`config.mk`:
```
export PLATFORM = sky130hd
export DESIGN_NAME = csa_operand_packer_flat
export DESIGN_NICKNAME = d
export VERILOG_FILES = /design/src/rtl/csa_pkg.sv /design/src/rtl/csa_operand_packer_if.sv /design/src/rtl/csa_tag_delay.sv /design/src/rtl/csa_operand_packer.sv /design/src/flat_wrapper.sv
export SDC_FILE = /design/constraint.sdc
export NUM_CORES = 1
export LEC_CHECK = 0
export CORE_MARGIN = 10
export CORE_UTILIZATION = 35
export CTS_CLUSTER_SIZE = 24
export DETAILED_ROUTE_END_ITERATION = 16
export SYNTH_ARGS = -nofsm -noshare
export SYNTH_HDL_FRONTEND = slang
export SYNTH_SLANG_ARGS = --single-unit
```
`constraint.sdc`:
```
create_clock -name clk -period 3.15 [get_ports clk]
set_clock_uncertainty 0.05 [all_clocks]
set_input_delay 0.7875 -clock clk [delete_from_list [all_inputs] [get_ports clk]]
set_output_delay 0.7875 -clock clk [all_outputs]
set_load 0.02 [all_outputs]
```
`src/rtl/csa_pkg.sv`:
```
// Shared types and constants for the three-input carry-save adder feeder path.
package csa_pkg;

  localparam int CSA_W       = 32;
  localparam int CSA_LATENCY = 3;

  typedef enum logic [1:0] {
    IDLE0 = 2'd0,
    HOLD1 = 2'd1,
    HOLD2 = 2'd2,
    DRAIN = 2'd3
  } fill_state_t;

  typedef struct packed {
    logic valid;
    logic last;
  } csa_tag_t;

endpackage

```
`src/rtl/csa_operand_packer_if.sv`:
```
// Operand stream in, registered adder operands and result tags out.
interface csa_operand_packer_if #(
  parameter int W = 32
);

  logic         in_valid;
  logic         in_ready;
  logic [W-1:0] in_data;
  logic         in_last;
  logic [W-1:0] op_a;
  logic [W-1:0] op_b;
  logic [W-1:0] op_c;
  logic         op_valid;
  logic         op_last;
  logic         res_valid;
  logic         res_last;
  logic [7:0]   grp_cnt;

  modport master (
    output in_valid, in_data, in_last,
    input  in_ready, op_a, op_b, op_c, op_valid, op_last,
    input  res_valid, res_last, grp_cnt
  );

  modport slave (
    input  in_valid, in_data, in_last,
    output in_ready, op_a, op_b, op_c, op_valid, op_last,
    output res_valid, res_last, grp_cnt
  );

endinterface

```
`src/rtl/csa_tag_delay.sv`:
```
// Fixed-depth shift register that aligns valid/last tags with the adder's s/cout.
module csa_tag_delay
  import csa_pkg::*;
#(
  parameter int LAT = CSA_LATENCY
) (
  input  logic     clk,
  input  logic     rst_n,
  input  csa_tag_t tag_in,
  output csa_tag_t tag_out
);

  genvar gi;
  generate
    for (gi = 0; gi < LAT; gi++) begin : g_stage
      csa_tag_t stage_reg;
      csa_tag_t stage_next;

      if (gi == 0) begin : g_head
        assign stage_next = tag_in;
      end else begin : g_tail
        assign stage_next = g_stage[gi-1].stage_reg;
      end

      always_ff @(posedge clk or negedge rst_n) begin
        if (!rst_n) begin
          stage_reg <= '0;
        end else begin
          stage_reg <= stage_next;
        end
      end
    end
  endgenerate

  assign tag_out = g_stage[LAT-1].stage_reg;

endmodule

```
`src/rtl/csa_operand_packer.sv`:
```
// Packs a framed operand stream into zero-padded triples for the CSA stage and
// tags the adder output so downstream logic can qualify s/cout directly.
module csa_operand_packer
  import csa_pkg::*;
#(
  parameter int W       = CSA_W,
  parameter int CSA_LAT = CSA_LATENCY
) (
  input logic                 clk,
  input logic                 rst_n,
  csa_operand_packer_if.slave bus
);

  fill_state_t  state_reg;
  logic         in_ready_reg;
  logic [2:0]   drain_cnt_reg;
  logic [W-1:0] slot_a_reg;
  logic [W-1:0] slot_b_reg;
  logic [W-1:0] op_a_reg;
  logic [W-1:0] op_b_reg;
  logic [W-1:0] op_c_reg;
  logic         op_valid_reg;
  logic         op_last_reg;
  logic [7:0]   grp_cnt_reg;

  logic         accept;
  logic         issue;
  logic [W-1:0] grp_a;
  logic [W-1:0] grp_b;
  logic [W-1:0] grp_c;

  // Group assembled from held slots plus the word being accepted; short
  // groups are padded with zeros so the adder sees a neutral operand.
  always_comb begin
    accept = bus.in_valid && in_ready_reg;
    issue  = accept && ((state_reg == HOLD2) || bus.in_last);
    grp_a  = '0;
    grp_b  = '0;
    grp_c  = '0;
    case (state_reg)
      IDLE0: grp_a = bus.in_data;
      HOLD1: begin
        grp_a = slot_a_reg;
        grp_b = bus.in_data;
      end
      HOLD2: begin
        grp_a = slot_a_reg;
        grp_b = slot_b_reg;
        grp_c = bus.in_data;
      end
      default: ;
    endcase
  end

  always_ff @(posedge clk or negedge rst_n) begin
    if (!rst_n) begin
      state_reg     <= IDLE0;
      in_ready_reg  <= 1'b0;
      drain_cnt_reg <= '0;
      slot_a_reg    <= '0;
      slot_b_reg    <= '0;
      op_a_reg      <= '0;
      op_b_reg      <= '0;
      op_c_reg      <= '0;
      op_valid_reg  <= 1'b0;
      op_last_reg   <= 1'b0;
      grp_cnt_reg   <= '0;
    end else begin
      op_a_reg     <= issue ? grp_a : '0;
      op_b_reg     <= issue ? grp_b : '0;
      op_c_reg     <= issue ? grp_c : '0;
      op_valid_reg <= issue;
      op_last_reg  <= issue && bus.in_last;
      in_ready_reg <= 1'b1;

      if (op_valid_reg && op_last_reg) begin
        grp_cnt_reg <= '0;
      end else if (issue && (grp_cnt_reg != 8'hFF)) begin
        grp_cnt_reg <= grp_cnt_reg + 8'd1;
      end

      case (state_reg)
        IDLE0: begin
          if (accept) begin
            if (bus.in_last) begin
              state_reg     <= DRAIN;
              in_ready_reg  <= 1'b0;
              drain_cnt_reg <= '0;
            end else begin
              slot_a_reg <= bus.in_data;
              state_reg  <= HOLD1;
            end
          end
        end
        HOLD1: begin
          if (accept) begin
            if (bus.in_last) begin
              state_reg     <= DRAIN;
              in_ready_reg  <= 1'b0;
              drain_cnt_reg <= '0;
            end else begin
              slot_b_reg <= bus.in_data;
              state_reg  <= HOLD2;
            end
          end
        end
        HOLD2: begin
          if (accept) begin
            if (bus.in_last) begin
              state_reg     <= DRAIN;
              in_ready_reg  <= 1'b0;
              drain_cnt_reg <= '0;
            end else begin
              state_reg <= IDLE0;
            end
          end
        end
        DRAIN: begin
          // Hold off the next frame until the last group has left the adder.
          if (drain_cnt_reg == 3'(CSA_LAT - 1)) begin
            state_reg <= IDLE0;
          end else begin
            drain_cnt_reg <= drain_cnt_reg + 3'd1;
            in_ready_reg  <= 1'b0;
          end
        end
        default: state_reg <= IDLE0;
      endcase
    end
  end

  csa_tag_t tag_in;
  csa_tag_t tag_out;

  assign tag_in.valid = op_valid_reg;
  assign tag_in.last  = op_last_reg;

  csa_tag_delay #(
    .LAT(CSA_LAT)
  ) u_tag_delay (
    .clk    (clk),
    .rst_n  (rst_n),
    .tag_in (tag_in),
    .tag_out(tag_out)
  );

  assign bus.in_ready  = in_ready_reg;
  assign bus.op_a      = op_a_reg;
  assign bus.op_b      = op_b_reg;
  assign bus.op_c      = op_c_reg;
  assign bus.op_valid  = op_valid_reg;
  assign bus.op_last   = op_last_reg;
  assign bus.res_valid = tag_out.valid;
  assign bus.res_last  = tag_out.last;
  assign bus.grp_cnt   = grp_cnt_reg;

endmodule

```
`src/flat_wrapper.sv`:
```
// flat-port wrapper written by rule: the top's interface ports become plain ports
module csa_operand_packer_flat import csa_pkg::*;
#(
  parameter int W       = CSA_W,
  parameter int CSA_LAT = CSA_LATENCY
)
  (clk, rst_n, bus_in_valid, bus_in_data, bus_in_last, bus_in_ready, bus_op_a, bus_op_b, bus_op_c, bus_op_valid, bus_op_last, bus_res_valid, bus_res_last, bus_grp_cnt);
  csa_operand_packer_if #(.W(W)) bus_i ();
  input logic clk;
  input logic rst_n;
  input wire logic [$bits(bus_i.in_valid)-1:0] bus_in_valid;
  input wire logic [$bits(bus_i.in_data)-1:0] bus_in_data;
  input wire logic [$bits(bus_i.in_last)-1:0] bus_in_last;
  output wire logic [$bits(bus_i.in_ready)-1:0] bus_in_ready;
  output wire logic [$bits(bus_i.op_a)-1:0] bus_op_a;
  output wire logic [$bits(bus_i.op_b)-1:0] bus_op_b;
  output wire logic [$bits(bus_i.op_c)-1:0] bus_op_c;
  output wire logic [$bits(bus_i.op_valid)-1:0] bus_op_valid;
  output wire logic [$bits(bus_i.op_last)-1:0] bus_op_last;
  output wire logic [$bits(bus_i.res_valid)-1:0] bus_res_valid;
  output wire logic [$bits(bus_i.res_last)-1:0] bus_res_last;
  output wire logic [$bits(bus_i.grp_cnt)-1:0] bus_grp_cnt;
  assign bus_i.in_valid = bus_in_valid;
  assign bus_i.in_data = bus_in_data;
  assign bus_i.in_last = bus_in_last;
  assign bus_in_ready = bus_i.in_ready;
  assign bus_op_a = bus_i.op_a;
  assign bus_op_b = bus_i.op_b;
  assign bus_op_c = bus_i.op_c;
  assign bus_op_valid = bus_i.op_valid;
  assign bus_op_last = bus_i.op_last;
  assign bus_res_valid = bus_i.res_valid;
  assign bus_res_last = bus_i.res_last;
  assign bus_grp_cnt = bus_i.grp_cnt;
  csa_operand_packer #(.W(W), .CSA_LAT(CSA_LAT)) u_core (.clk(clk), .rst_n(rst_n), .bus(bus_i));
endmodule
```
==> reports/summary.txt <==
Status -> completed
Part of the total power dissipated in the clock network -> 0.257
Design Area, Final -> 0.00924 sq mm
Critical path data required time -> 2310 ps
Count of boundary I/O pins -> 145
Sequential share of power -> 0.396
Number of H-tree levels -> 4
Cell leakage power -> 4.10 nW
Hold-fix buffers, CTS -> 0
Switching Power -> 2.87 mW
Remaining Overflow, GRT -> 0
First-pass GRT wire length -> 26.7 mm
Overall routed net length -> 16.7 mm
CP top delay family -> buffers and inverters
Gates resized, CTS repair -> 0
Total setup violations reported at the end of the flow -> 0
Worst IR Drop VDD -> 0.000447 V
Highest-count cells in the layout ignoring fill and taps -> sky130_fd_sc_hd__dfrtp_1 (182), sky130_fd_sc_hd__clkdlybuf4s50_1 (143), sky130_fd_sc_hd__nor2_1 (72), sky130_fd_sc_hd__mux2_2 (65), sky130_fd_sc_hd__a22oi_1 (64)
Internal Dissipation -> 5.70 mW
Y dimension of the die -> 160 um
Total number of nets in the final design -> 699
Placed wire-length estimate after detailed placement -> 11.5 mm
Signal arrival time at the worst endpoint -> 1520 ps
Final core utilization -> 0.487
Launch point of the worst reg-to-reg path -> u_core.state_reg[0]$_DFFE_PN0P_
Instance count of the mapped netlist -> 510
Final-report hold violation count -> 0
Core Region -> 0.0190 sq mm
Clock buffer depth -> 2
Number of search-and-repair iterations in the first detailed-routing pass -> 4
Number of placed cells counting well taps -> 896
Number of vias per cell after detailed routing -> 4.81
Number of buffers inserted during clock tree synthesis -> 17
Number of violations reported at the end of detailed-routing iteration 0 -> 249
Launch point of the worst path -> u_core.bus.grp_cnt[4]$_DFFE_PN0P_
Share of cells above drive strength 1 -> 0.181
Source-to-sink clock delay at the later pin of the worst-skew pair -> 420 ps
Fin crit period -> 2360 ps
Yosys reg bits -> 182
Type of the tightest min-delay check -> flop to flop
Number of antenna violations at the first check in global routing -> 0
Min-delay src -> u_core.u_tag_delay.g_stage[1].stage_reg[0]$_DFF_PN0_
Clock-pin slew on the worst setup and hold paths -> 70 ps
Filler instances -> 1,663
Instance area after placement -> 0.00862 sq mm
Clk Tree Root Cell -> sky130_fd_sc_hd__clkbuf_16
Number of nets in the synthesized netlist -> 554
Layout area overhead -> 35.4%
CTS sink cnt -> 182
Max-slew headroom at the worst pin -> 0.422
Max cap viols -> 0
Maximum fanout encountered on the critical timing path -> 5
Placer Congestion -> 0.722
Count of synthesis-stage warnings from yosys -> 0
Setup Total Neg Slack -> 0 ps
Number of I/O port buffers -> 144
RSZ-0062 raised after global routing -> false
Worst Setup Start Kind -> flop
Average wire per standard cell -> 18.0 um
Kind of critical path -> flop to output pin
Cell breakdown of the critical path -> clkdlybuf4s50_1
TritonCTS clock tree -> built
Crit end category -> output pin
Final worst path period share -> 0.749
Final cell count without fillers -> 928
Global routing usage summed across all routing layers -> 0.132
Pwr Density -> 928 mW/mm^2
Part of the Yosys area used for sequential elements -> 0.668
Slew Viols, Final -> 0
Cell Area, Synth -> 0.00682 sq mm
Cell Rows -> 50
Effective utilization at floorplan -> 0.360
Die area -> 0.0255 sq mm
Remaining design rule violation count -> 0
Library cell with the largest summed area after synthesis -> sky130_fd_sc_hd__dfrtp_1
Worst Hold Slack -> 298 ps
Antenna Violating Nets Remaining -> 0
Maximum number of pins on one net before global-route repair -> 71
Number of vias in the routed layout -> 4,465
Ant. Diodes -> 0
Slowest CP cell -> sky130_fd_sc_hd__clkdlybuf4s50_1
Switching share of power -> 0.335
Stage delay of the slowest cell on the critical path -> 650 ps
Top cells by area, synth -> sky130_fd_sc_hd__dfrtp_1 (67%), sky130_fd_sc_hd__mux2_2 (11%), sky130_fd_sc_hd__a22oi_1 (7.0%)
Number of unique standard cell types used by synthesis -> 32
Achievable Freq -> 0.424 GHz
Worst reg2reg setup slack -> 870 ps
Die X -> 160 um
Actual transition at the worst max-transition pin -> 867 ps
Commonest non-fill, non-tap cell in the layout -> sky130_fd_sc_hd__dfrtp_1
Vias in the first global route -> 4,728
Mapped Avg Cell Area -> 13.4 sq um
Share of the synthesized area in the top cell type -> 0.668
Buf/Inv on CP -> 1
Setup Buffers After CTS -> 0
Relative contribution of combinational cells to total power -> 0.347
[area by class of cell]
class                           count  area [sq um]  area share
Tap cell                          260           325      0.0352
Clock inverter                     15           193      0.0209
Clock buffer                       17           425      0.0461
Timing Repair Buffer              159          1610       0.174
Inverter                            5          18.8     0.00203
Sequential cell                   182          4550       0.493
Multi-Input combinational cell    290          2110       0.229
[metal layers]
layer	routed length (um)	share of wire	track usage	up-vias
met1	7330	0.44	0.161	2272
li1	-	-	-	2056
met2	8130	0.49	0.211	124
met3	1050	0.063	0.0498	13
met4	185	0.011	0.0425	0
met5	0	0	0	-
[path summary, 6_finish.rpt]
| check | end | cells past startpoint |
|---|---|---|
| min in group asynchronous | u_core.slot_b_reg[2]$_DFFE_PN0P_ | 1 |
| max | bus_grp_cnt[4] | 1 |
| max in group asynchronous | u_core.bus.op_a[23]$_DFF_PN0_ | 2 |
| max reg2reg | u_core.bus.op_a[31]$_DFF_PN0_ | 6 |
| min reg2reg | u_core.u_tag_delay.tag_out[0]$_DFF_PN0_ | 0 |
| min | u_core.u_tag_delay.tag_out[0]$_DFF_PN0_ | 0 |
[power by group through the flow]
stage / Combinational, mW / Clock [mW] / Sequential, mW
finish: 2.98 / 2.20 / 3.40
global route: 3.25 / 2.35 / 3.48
CTS: 3.03 / 2.27 / 3.39
detailed placement: 3.02 / 0 / 3.44
global placement: 2.95 / 0 / 3.40
floorplan: 1.50 / 0 / 3.70
[kinds of logic after synthesis]
kind of cell,count (synthesis),share of synthesized area
compound gates,84,0.0921
xor+xnor,4,0.00514
fa+ha+maj,8,0.0147
buf+inv,38,0.0244
flops,182,0.668
mux,66,0.109
simple gates,128,0.0871
[cells in the mapped netlist]
| master | number |
|---|---|
| sky130_fd_sc_hd__dfrtp_1 | 182 |
| sky130_fd_sc_hd__nor2_1 | 72 |
| sky130_fd_sc_hd__mux2_2 | 65 |
| sky130_fd_sc_hd__a22oi_1 | 64 |
| sky130_fd_sc_hd__and2_1 | 32 |
| sky130_fd_sc_hd__clkbuf_1 | 18 |
| sky130_fd_sc_hd__buf_2 | 13 |
| sky130_fd_sc_hd__nand2_1 | 9 |
| sky130_fd_sc_hd__ha_1 | 8 |
| sky130_fd_sc_hd__o21ai_0 | 6 |
| sky130_fd_sc_hd__inv_1 | 5 |
| sky130_fd_sc_hd__and3_1 | 4 |
| sky130_fd_sc_hd__xor2_1 | 4 |
| sky130_fd_sc_hd__a21oi_1 | 3 |
| sky130_fd_sc_hd__or3_1 | 3 |
| sky130_fd_sc_hd__nand2b_1 | 2 |
| sky130_fd_sc_hd__nand3_1 | 2 |
| sky130_fd_sc_hd__nand4_1 | 2 |
| sky130_fd_sc_hd__o211ai_1 | 2 |
| sky130_fd_sc_hd__o21a_1 | 2 |
| sky130_fd_sc_hd__a211oi_1 | 1 |
| sky130_fd_sc_hd__a21o_1 | 1 |
| sky130_fd_sc_hd__a22oi_2 | 1 |
| sky130_fd_sc_hd__and2_0 | 1 |
| sky130_fd_sc_hd__buf_1 | 1 |
| sky130_fd_sc_hd__buf_6 | 1 |
| sky130_fd_sc_hd__mux2i_1 | 1 |
| sky130_fd_sc_hd__nor3_1 | 1 |
| sky130_fd_sc_hd__o211a_1 | 1 |
| sky130_fd_sc_hd__o211ai_4 | 1 |
| sky130_fd_sc_hd__o21ai_1 | 1 |
| sky130_fd_sc_hd__o2bb2ai_1 | 1 |
[metrics by stage]
step	total power [mW]	setup slack, ps
after floorplan	5.20	1380
after global placement	6.35	587
after detailed placement	6.46	553
after CTS	8.69	767
after global routing	9.08	706
final	8.57	790
Note: power is estimated with default switching activity, not from simulation.
